===== src/rtl/round_timer_pkg.sv =====
// rtl/round_timer_pkg.sv - shared types and seven-segment table for the round timer
package round_timer_pkg;

  typedef enum logic [1:0] {
    ST_IDLE  = 2'd0,
    ST_RUN   = 2'd1,
    ST_PAUSE = 2'd2,
    ST_DONE  = 2'd3
  } state_t;

  typedef logic [3:0] bcd_t;

  // Active-low segment patterns, bit 0 = seg a; entry 0 is the rightmost.
  localparam logic [9:0][6:0] SEG_TABLE = {
    7'h10,  // 9
    7'h00,  // 8
    7'h78,  // 7
    7'h02,  // 6
    7'h12,  // 5
    7'h19,  // 4
    7'h30,  // 3
    7'h24,  // 2
    7'h79,  // 1
    7'h40   // 0
  };

  localparam logic [6:0] SEG_BLANK = 7'h7F;

endpackage


===== src/rtl/bcd_to_seg7.sv =====
// rtl/bcd_to_seg7.sv - combinational BCD to active-low seven-segment decode
module bcd_to_seg7
  import round_timer_pkg::*;
(
  input  bcd_t       bcd,
  output logic [6:0] seg
);

  // Codes 10..15 are not digits and blank the display.
  assign seg = (bcd <= 4'd9) ? SEG_TABLE[bcd] : SEG_BLANK;

endmodule


===== src/rtl/round_timer.sv =====
// rtl/round_timer.sv - two-digit BCD countdown driven by counterhz count changes
module round_timer
  import round_timer_pkg::*;
#(
  parameter int START_SECS = 60
) (
  input  logic       clk,
  input  logic       reset_n,
  input  logic [3:0] count_in,
  input  logic       start,
  input  logic       pause,
  output logic [3:0] secs_tens,
  output logic [3:0] secs_ones,
  output logic [6:0] hex_tens,
  output logic [6:0] hex_ones,
  output logic       running,
  output logic       done,
  output logic       expired
);

  if (START_SECS < 1 || START_SECS > 99) begin : g_bad_start_secs
    $error("round_timer: START_SECS must be within 1..99");
  end

  localparam bcd_t START_TENS = bcd_t'(START_SECS / 10);
  localparam bcd_t START_ONES = bcd_t'(START_SECS % 10);

  state_t     state, state_n;
  bcd_t       tens, tens_n;
  bcd_t       ones, ones_n;
  logic [3:0] prev_count;
  logic       expired_q, expired_n;
  logic       tick;

  // Next-state logic: start beats pause beats tick; only RUN consumes ticks.
  always_comb begin
    state_n   = state;
    tens_n    = tens;
    ones_n    = ones;
    expired_n = 1'b0;
    tick      = (count_in != prev_count);
    if (start) begin
      state_n = ST_RUN;
      tens_n  = START_TENS;
      ones_n  = START_ONES;
    end else if (pause) begin
      if (state == ST_RUN) begin
        state_n = ST_PAUSE;
      end else if (state == ST_PAUSE) begin
        state_n = ST_RUN;
      end
    end else if (tick && state == ST_RUN && !(tens == 4'd0 && ones == 4'd0)) begin
      if (ones == 4'd0) begin
        ones_n = 4'd9;
        tens_n = tens - 4'd1;
      end else begin
        ones_n = ones - 4'd1;
      end
      if (tens == 4'd0 && ones == 4'd1) begin
        state_n   = ST_DONE;
        expired_n = 1'b1;
      end
    end
  end

  // State, digit and edge-detect registers; prev_count tracks even in reset.
  always_ff @(posedge clk) begin
    prev_count <= count_in;
    if (!reset_n) begin
      state     <= ST_IDLE;
      tens      <= START_TENS;
      ones      <= START_ONES;
      expired_q <= 1'b0;
    end else begin
      state     <= state_n;
      tens      <= tens_n;
      ones      <= ones_n;
      expired_q <= expired_n;
    end
  end

  assign secs_tens = tens;
  assign secs_ones = ones;
  assign running   = (state == ST_RUN);
  assign done      = (state == ST_DONE);
  assign expired   = expired_q;

  bcd_to_seg7 u_seg_tens (.bcd(tens), .seg(hex_tens));
  bcd_to_seg7 u_seg_ones (.bcd(ones), .seg(hex_ones));

endmodule


===== config.mk =====
export PLATFORM = sky130hd
export DESIGN_NAME = round_timer
export DESIGN_NICKNAME = d
export VERILOG_FILES = /design/src/rtl/round_timer_pkg.sv /design/src/rtl/bcd_to_seg7.sv /design/src/rtl/round_timer.sv
export SDC_FILE = /design/constraint.sdc
export NUM_CORES = 1
export LEC_CHECK = 0
export BUFFER_PORTS_ARGS = -buffer_cell sky130_fd_sc_hd__buf_2
export CORE_MARGIN = 5
export CORE_UTILIZATION = 51
export CTS_BUF_LIST = sky130_fd_sc_hd__clkbuf_8
export DETAILED_ROUTE_END_ITERATION = 16
export PLACE_DENSITY = 0.82
export SLEW_MARGIN = 20
export SYNTH_ARGS = -nofsm -noshare
export SYNTH_HDL_FRONTEND = slang
export SYNTH_SLANG_ARGS = --single-unit

===== constraint.sdc =====
create_clock -name clk -period 2.3 [get_ports clk]
set_input_delay 0.46 -clock clk [delete_from_list [all_inputs] [get_ports clk]]
set_output_delay 0.46 -clock clk [all_outputs]
set_load 0.05 [all_outputs]

## Yosys cells after proc, flatten, opt, wreduce, memory -nomap -nowiden

Memory sizes are Yosys's and may differ from the RTL's. A register that Yosys moved wholly into a read port is not among the register bits.
Cells that the tools add are included.

| operators by class | value |
|---|---|
| reduce and logical (&&, ||, !) cells | 17 |
| eq/ne operators | 7 |
| muxes and demuxes | 16 |
| $add $sub $neg | 2 |
| $lt $le $gt $ge | 4 |
| bitwise logic cells | 3 |

Operator list:

| cell | count |
|---|---|
| $mux W7 | 4 |
| $mux W4 | 5 |
| $lt A4 B5 Y1 const B | 2 |
| $mux W2 | 5 |
| $reduce_and A3 Y1 | 3 |
| $le A4 B4 Y1 const B | 2 |
| $logic_not A4 Y1 | 2 |
| $sub A4 B1 Y4 const B | 2 |
| $reduce_bool A3 Y1 | 2 |
| $eq A2 B2 Y1 const B | 2 |
| $eq A4 B1 Y1 const B | 1 |
| $logic_and A1 B1 Y1 | 4 |
| $ne A4 B2 Y1 const B | 1 |
| $ne A4 B4 Y1 | 1 |
| $reduce_bool A2 Y1 | 2 |
| $reduce_or A4 Y1 | 1 |
| $ne A3 B1 Y1 const B | 1 |
| $not A1 Y1 | 3 |
| $eq A2 B1 Y1 const B | 1 |
| $mux W1 | 2 |
| $reduce_and A2 Y1 | 1 |
| $reduce_or A2 Y1 | 1 |
| $logic_not A1 Y1 | 1 |

| word-level totals | value |
|---|---|
| output and inout bits | 25 |
| word-level logic and storage cells | 57 |
| flip-flop bits (word level) | 15 |
| memory bits (read-only) | 224 |
| bits of input ports | 8 |
| memories kept | 2 |

Memory list:

| name | depth | width | rd ports | clocked after memory_dff | write ports | line | text |
|---|---|---|---|---|---|---|---|
| (name not given) | 16 | 7 | 1 | 1 | 0 | bcd_to_seg7.sv:10 | `assign seg = (bcd <= 4'd9) ? SEG_TABLE[bcd] : SEG_BLANK;` |
| (name not given) | 16 | 7 | 1 | 1 | 0 | bcd_to_seg7.sv:10 |  |

## Logic depth before layout (Yosys ltp)

Gate-level depths: netlist of the first run.

| depth | value |
|---|---|
| depth in word-level cells | 7 |
| depth in mapped cells | 13 |
| gate-level depth less buffers | 13 |

## Modules after synthesis

A second synthesis of the first run with hierarchy kept.

| unflattened totals | value |
|---|---|
| cells, all modules | 137 |
| area, all modules | 1142.3 um^2 |

By module, submodules not included:

| module | area each (um^2) | times used | seq. area each (um^2) | cells an instance |
|---|---|---|---|---|
| round_timer | 729.4 | 1 | 300.3 | 77 |
| bcd_to_seg7 | 206.4 | 2 | 0.0 | 30 |

## Worst setup path after synthesis of the first run

Ideal clock, no wire load.

| timing | value |
|---|---|
| path type | register to register |
| start | register state[1] |
| end | register with a tool-made name |
| buffers on the path | 1 |
| data required time | 2.217 ns |
| cell stages (with the launch flop) | 14 |
| setup time | 0.083 ns |
| period minus slack after synthesis | 2.879 ns |
| arrival time | 2.796 ns |
| slack | -0.579 ns |
| path through | dfxtp_1 > inv_1 > ha_1 > or3b_1 > a41o_1 > buf_6 > nor2_1 > o21ai_0 > a21oi_1 > inv_1 > ha_1 > nor3_1 > a21oi_1 > o221ai_1 |

RTL lines:

| element | line | text |
|---|---|---|
| from (decl) | round_timer.sv:28 | `state_t state, state_n;` |
| from (signal assigned) | round_timer.sv:75 | `state <= state_n;` |

==> results of run 1 <==
-- Yosys cell counts (2+ instances only) --
library cell,count,area share
dfxtp_1,29,0.36
ha_1,16,0.12
nand2b_1,15,0.058
a21oi_1,11,0.034
inv_1,10,0.023
nor2_1,10,0.023
o21ai_0,8,0.025
nand2_1,6,0.014
mux2i_1,5,0.031
nor3_1,5,0.016
xnor2_1,5,0.027
clkbuf_1,4,0.0093
a31oi_1,3,0.012
nor2b_1,3,0.012
or2_2,3,0.012
a21o_1,2,0.0093
and2_1,2,0.0078
and3_1,2,0.0078
and3b_2,2,0.012
inv_2,2,0.0047
nand4_1,2,0.0078
o31ai_1,2,0.0093
or2b_1,2,0.0093
-- what timing repair did --
item / CTS / global route
setup endpoints to repair: 17 / 18
gates resized for setup: 12 / 44
buffers inserted: 8 / 10
pin swaps: 7 / 10
hold buffers: 0 / 0
-- per-stage QoR --
stage          total power (W)  worst slack, ns  utilization  setup TNS [ns]  hold WS (ns)
5_1_grt               0.001326          -0.2222       0.8516          -1.800        0.2969
2_1_floorplan        0.0006816          -0.1271            -         -0.5572        0.4763
3_3_place_gp         0.0007484          -0.1609       0.6963         -0.7556        0.4793
6_report              0.001279          -0.1348       0.8516         -0.4943        0.2999
4_1_cts               0.001233         -0.07273       0.7660        -0.07273        0.2976
3_5_place_dp         0.0007532          -0.1964       0.6963          -1.223        0.4844
-- kinds of logic (layout without fill, tap and decap cells) --
| logic type | after synthesis | count (layout) | synth area share |
|---|---|---|---|
| AND/OR/NAND/NOR | 65 | 65 | 0.2562 |
| AO/OA/AOI/OAI | 35 | 35 | 0.1537 |
| XOR/XNOR | 5 | 5 | 0.02717 |
| buffers and inverters | 18 | 105 | 0.04736 |
| adder cells (fa/ha/maj) | 16 | 16 | 0.1242 |
| flip-flops | 29 | 29 | 0.3603 |
| multiplexers | 5 | 5 | 0.03106 |
-- routing by layer --
metal / track usage / share of wire / vias up
met5: 0 / 0 / -
met4: 0.07360 / 0.026 / 0
met3: 0.06293 / 0.064 / 16
met2: 0.3544 / 0.49 / 63
met1: 0.2351 / 0.42 / 791
li1: - / - / 772
-- worst max path at each step --
stage                              start   endpoint  slack [ns]
6_report       secs_tens[1]$_SDFFE_PN1P_  flip-flop       -0.13
5_1_grt        secs_tens[1]$_SDFFE_PN1P_  flip-flop       -0.22
4_1_cts            state[1]$_SDFFE_PN0P_  flip-flop       -0.07
3_5_place_dp   secs_tens[0]$_SDFFE_PN0P_  flip-flop       -0.20
3_3_place_gp                       pause  flip-flop       -0.16
2_1_floorplan  secs_tens[0]$_SDFFE_PN0P_  flip-flop       -0.13
-- area by class of cell --
cell class / count / area (µm²)
repair buffers: 85 / 608.1
well taps: 44 / 55.05
flip-flops and latches: 29 / 591.8
fillers: 174 / 452.9
inverters: 12 / 45.04
clock buffers: 7 / 96.34
clock inverters: 1 / 5.005
multi-input cells: 126 / 1199
-- critical path: cells and delay by family, from the launching register on --
kind,cells,cell delay [ns]
AO/OA/AOI/OAI,1,0.07
buffers and inverters,2,0.17
adder cells (fa/ha/maj),2,0.37
AND/OR/NAND/NOR,7,1.15
multiplexers,1,0.23
flip-flops,1,0.35
-- power by group --
part	total [W]	leakage, nW	switching [W]	internal [W]
sequential	0.000529	0.239	0.00000902	0.000520
combinational	0.000283	0.908	0.000159	0.000123
clock	0.000467	0.0542	0.000197	0.000270
==> reports/qor.yml, run 1 <==
clock_tree:
  clock_latency_ns: 0.29
  htreeDepth: 2
  cts.path.max_buffers: 2
  cts-root-buf: "clkbuf_8"
  cts_buffers: 5
  path_clk_slew_ns: 0.07
  clock_sinks: 29
  cts_tree: "built"
cells_and_area:
  final_cells: 304
  layout-drive-gt1-share: 0.6077
  most-common-layout-cells: "buf_4, buf_2, dfxtp_1"
  layout_commonest_cell: "buf_4"
  area_growth_pct: 61.34
  diodes: 0
  finalNetCount: 283
  design_area_um2: 2600
global_route:
  grt_pass1_vias: 1526
  grt-ovfl-total: 0
  antenna_found_initial: 0
  grt_max_degree: 11
  grt_usage: 0.2049
  grt_pass1_wl_um: 6858
sta:
  period_needed_ns: 2.435
  rsz0062_at_grt: "yes"
  setup_slack_ns: -0.1348
  worst_slew_pin_slew_ns: 0.5068
  drv_slew: 0
  slew_headroom: 0.6595
  timing.fmax_mhz: 410.7
  hold_viol_final: 0
  finClkSkew_ns: 0.007073
  setup_viol: 8
  period_share: 1.059
floorplan:
  core_area_um2: 3053
  placement_rows: 20
  ios: 33
  dieArea_um2: 4384
  start_util: 0.5279
  dieHeight_um: 66.21
  die_w_um: 66.21
setup_path:
  cp_slowest_cell: "or3b_4"
  path_cells: "inv_2, ha_2, or3b_4, nor4_4, nor2_1, mux2i_2, nor2_2, inv_2, ha_2, nand2_2, nor3_2, a31oi_1, and3_1"
  crit_path_start_kind: "flip-flop"
  setup.worst_path.end_class: "flip-flop"
  crit_fanout: 3
  crit_required_ns: 2.48
  r2r_slack_ns: -0.13
  crit_arrival_ns: 2.61
  path_class: "reg2reg"
  ff2ff_path_depth: 13
  cp_slowest_stage_delay_ns: 0.39
  reg2reg_from: "secs_tens[1]$_SDFFE_PN1P_"
logic_synthesis:
  async_reset_ff_frac: 0
  ys_ff_latch: 29
  synth_edf_count: 0
  synth.distinct_cells: 47
  yosys_most_used_dff: "dfxtp_1"
  synth-seq-area-share: 0.3602
  netlist_area_um2: 1612
  syn_area_per_cell_um2: 9.315
  synth_nets: 197
  synthCells: 173
  ys_warn_count: 0
min_path:
  holdPathStages: 1
  hold_path_end: "prev_count[2]$_DFF_P_"
  hold_path.class: "in2reg"
  min_from: "count_in[2]"
routing:
  drt_drc_violations_left: 0
  ant_nets: 0
  drt_pass1_iterations: 4
  vias_per_cell: 5.401
  vias: 1642
  wl_per_cell_um: 17.14
  initialDrtViolationCount: 112
  wirelength_um: 5210
run:
  max_cap_violations: 0
power_and_ir_drop:
  ir_drop_uv: 394.3
  leakagePower_nw: 1.201
  power.density_cell_area_nw_per_um2: 491.7
run_status:
  status: "finished with violations"
  failed_checks: "setup timing"
place:
  hpwl_um: 2880
  dpl-instance-area_um2: 2126
  dp.cells: 279
  globalplace.congestion: 0.8107
  port_buffers: 32
Note: power is estimated with default switching activity, not from simulation.
==> run 2: changes to the inputs <==
--- a/config.mk
+++ b/config.mk
@@ -7,10 +7,10 @@
 export LEC_CHECK = 0
 export BUFFER_PORTS_ARGS = -buffer_cell sky130_fd_sc_hd__buf_2
 export CORE_MARGIN = 5
-export CORE_UTILIZATION = 51
+export CORE_UTILIZATION = 60
 export CTS_BUF_LIST = sky130_fd_sc_hd__clkbuf_8
 export DETAILED_ROUTE_END_ITERATION = 16
-export PLACE_DENSITY = 0.82
+export PLACE_DENSITY = 0.9
 export SLEW_MARGIN = 20
 export SYNTH_ARGS = -nofsm -noshare
 export SYNTH_HDL_FRONTEND = slang
==> constraint.sdc (replaced) <==
create_clock -name clk -period 2.9 [get_ports clk]
set_input_delay 0.58 -clock clk [delete_from_list [all_inputs] [get_ports clk]]
set_output_delay 0.58 -clock clk [all_outputs]
set_load 0.05 [all_outputs]
==> reports/qor.yml, run 2 (synthesized netlist as in run 1, its figures left out) <==
clock_tree:
  path_clk_slew_ns: 0.06
  htreeDepth: 2
  hold_buffers: 0
  cts_tree: "built"
  cts-root-buf: "clkbuf_8"
  cts_buffers: 5
  clock_sinks: 29
  clock_latency_ns: 0.27
  cts.path.max_buffers: 2
min_path:
  holdPathStages: 1
  hold_path_end: "prev_count[3]$_DFF_P_"
  hold_path.class: "in2reg"
  min_from: "count_in[3]"
routing:
  vias: 1309
  drt_drc_violations_left: 0
  initialDrtViolationCount: 54
  drt_pass1_iterations: 4
  ant_nets: 0
  wl_per_cell_um: 13.88
  wirelength_um: 3332
  vias_per_cell: 5.454
cells_and_area:
  layout-drive-gt1-share: 0.3095
  final_cells: 240
  finalNetCount: 234
  design_area_um2: 1913
  layout_commonest_cell: "buf_2"
  final_util: 0.7584
  final.fill_count: 174
  most-common-layout-cells: "buf_2, dfxtp_1, nand2b_1, ha_1, inv_1"
  seqCellArea_um2: 580.6
  multi_input_area_um2: 973.4
  diodes: 0
  area_growth_pct: 18.71
setup_path:
  path_class: "reg2reg"
  crit_path_start_kind: "flip-flop"
  ff2ff_path_depth: 11
  cp_slowest_stage_delay_ns: 0.41
  r2r_slack_ns: 0.16
  cp_num_buf_inv: 1
  crit_start: "state[0]$_SDFFE_PN0P_"
  cp_slowest_cell: "dfxtp_1"
  critPathTopFamily: "compound AO/OA/AOI/OAI gates"
  setup.worst_path.end_class: "flip-flop"
  crit_arrival_ns: 2.93
  path_cells: "ha_2, or3b_1, a41o_2, nor2_2, o21ai_0, a21oi_2, inv_1, ha_1, nor3_1, a21oi_1, o221ai_1"
  crit_fanout: 10
  crit_required_ns: 3.09
  reg2reg_from: "state[0]$_SDFFE_PN0P_"
place:
  globalplace.congestion: 0.8591
  port_buffers: 32
  hpwl_um: 2564
  dp.cells: 233
  dpl-instance-area_um2: 1808
sta:
  finClkSkew_ns: 0.002323
  worst_slew_pin_slew_ns: 0.6936
  finalSetupTns_ns: 0
  period_needed_ns: 2.741
  period_share: 0.9452
  hold_viol_final: 0
  timing.fmax_mhz: 364.8
  setup_viol: 0
  drv_slew: 0
  slew_headroom: 0.5327
global_route:
  antenna_found_initial: 0
  grt-ovfl-total: 0
  grt_pass1_wl_um: 5506
  grt_usage: 0.1977
  grt_pass1_vias: 1321
  grt_max_degree: 17
floorplan:
  ios: 33
  start_util: 0.6389
  dieHeight_um: 61.83
  dieArea_um2: 3822
  die_w_um: 61.83
  core_area_um2: 2522
  placement_rows: 18
power_and_ir_drop:
  ir_drop_uv: 369.2
  power.density_cell_area_nw_per_um2: 462.3
  leakagePower_nw: 0.9266
run_status:
  status: "complete, no violations"
run:
  max_cap_violations: 0
-- run 2: cell types whose count changed in the layout (fill, tap and decap cells not counted), moves of 4 or more --
cell     delta
buf_4      -39
ha_1        +9
buf_6       -8
inv_1       +8
inv_2       -7
ha_4        -6
dfxtp_1     +5
o21ai_0     +4
-- run 2: cell type report --
type,count,area share
repair buffers,36,0.09941
clock inverters,1,0.001962
inverters,12,0.02354
flip-flops and latches,29,0.3035
well taps,30,0.01962
clock buffers,6,0.04317
multi-input cells,126,0.5088
-- run 2: through the flow --
step           hold WS [ns]  setup WS, ns  total power (W)
3_5_place_dp         0.5218    -0.0008584        0.0005701
2_1_floorplan        0.4686       0.02128        0.0005353
3_3_place_gp         0.4788        0.1745        0.0005638
6_report             0.4279        0.1590        0.0008843
4_1_cts              0.4254       0.02781        0.0008891
5_1_grt              0.4220     -0.006611        0.0009288
-- run 2: layer usage --
metal	GRT usage	wire (µm)	vias up
li1	-	-	662
met1	0.2015	1263	594
met2	0.3617	1777	45
met3	0.04545	221	8
met4	0.1212	70	0
met5	0	0	-
-- run 2: timing repair --
item,in CTS,in global routing
setup endpoints to repair,0,10
resized for setup,0,6
setup buffers,0,0
-- run 2: worst register-to-register path, cell delays in order (launching register included) --
cell	delay (ns)
dfxtp_1	0.41
ha_2	0.25
or3b_1	0.36
a41o_2	0.33
nor2_2	0.16
o21ai_0	0.17
a21oi_2	0.22
inv_1	0.11
ha_1	0.22
nor3_1	0.19
a21oi_1	0.06
o221ai_1	0.18
-- run 2: where the power goes --
group | internal [W] | switching, W
combinational | 0.0000475 | 0.0000945
clock | 0.000184 | 0.000137
sequential | 0.000413 | 0.00000840
total | 0.000645 | 0.000240
-- run 2: how the worst max path moves through the flow --
stage,end,cells past startpoint
after CTS,flip-flop,11
after global placement,flip-flop,11
after global routing,flip-flop,11
final,flip-flop,11
after floorplan,flip-flop,13
after detailed placement,flip-flop,11
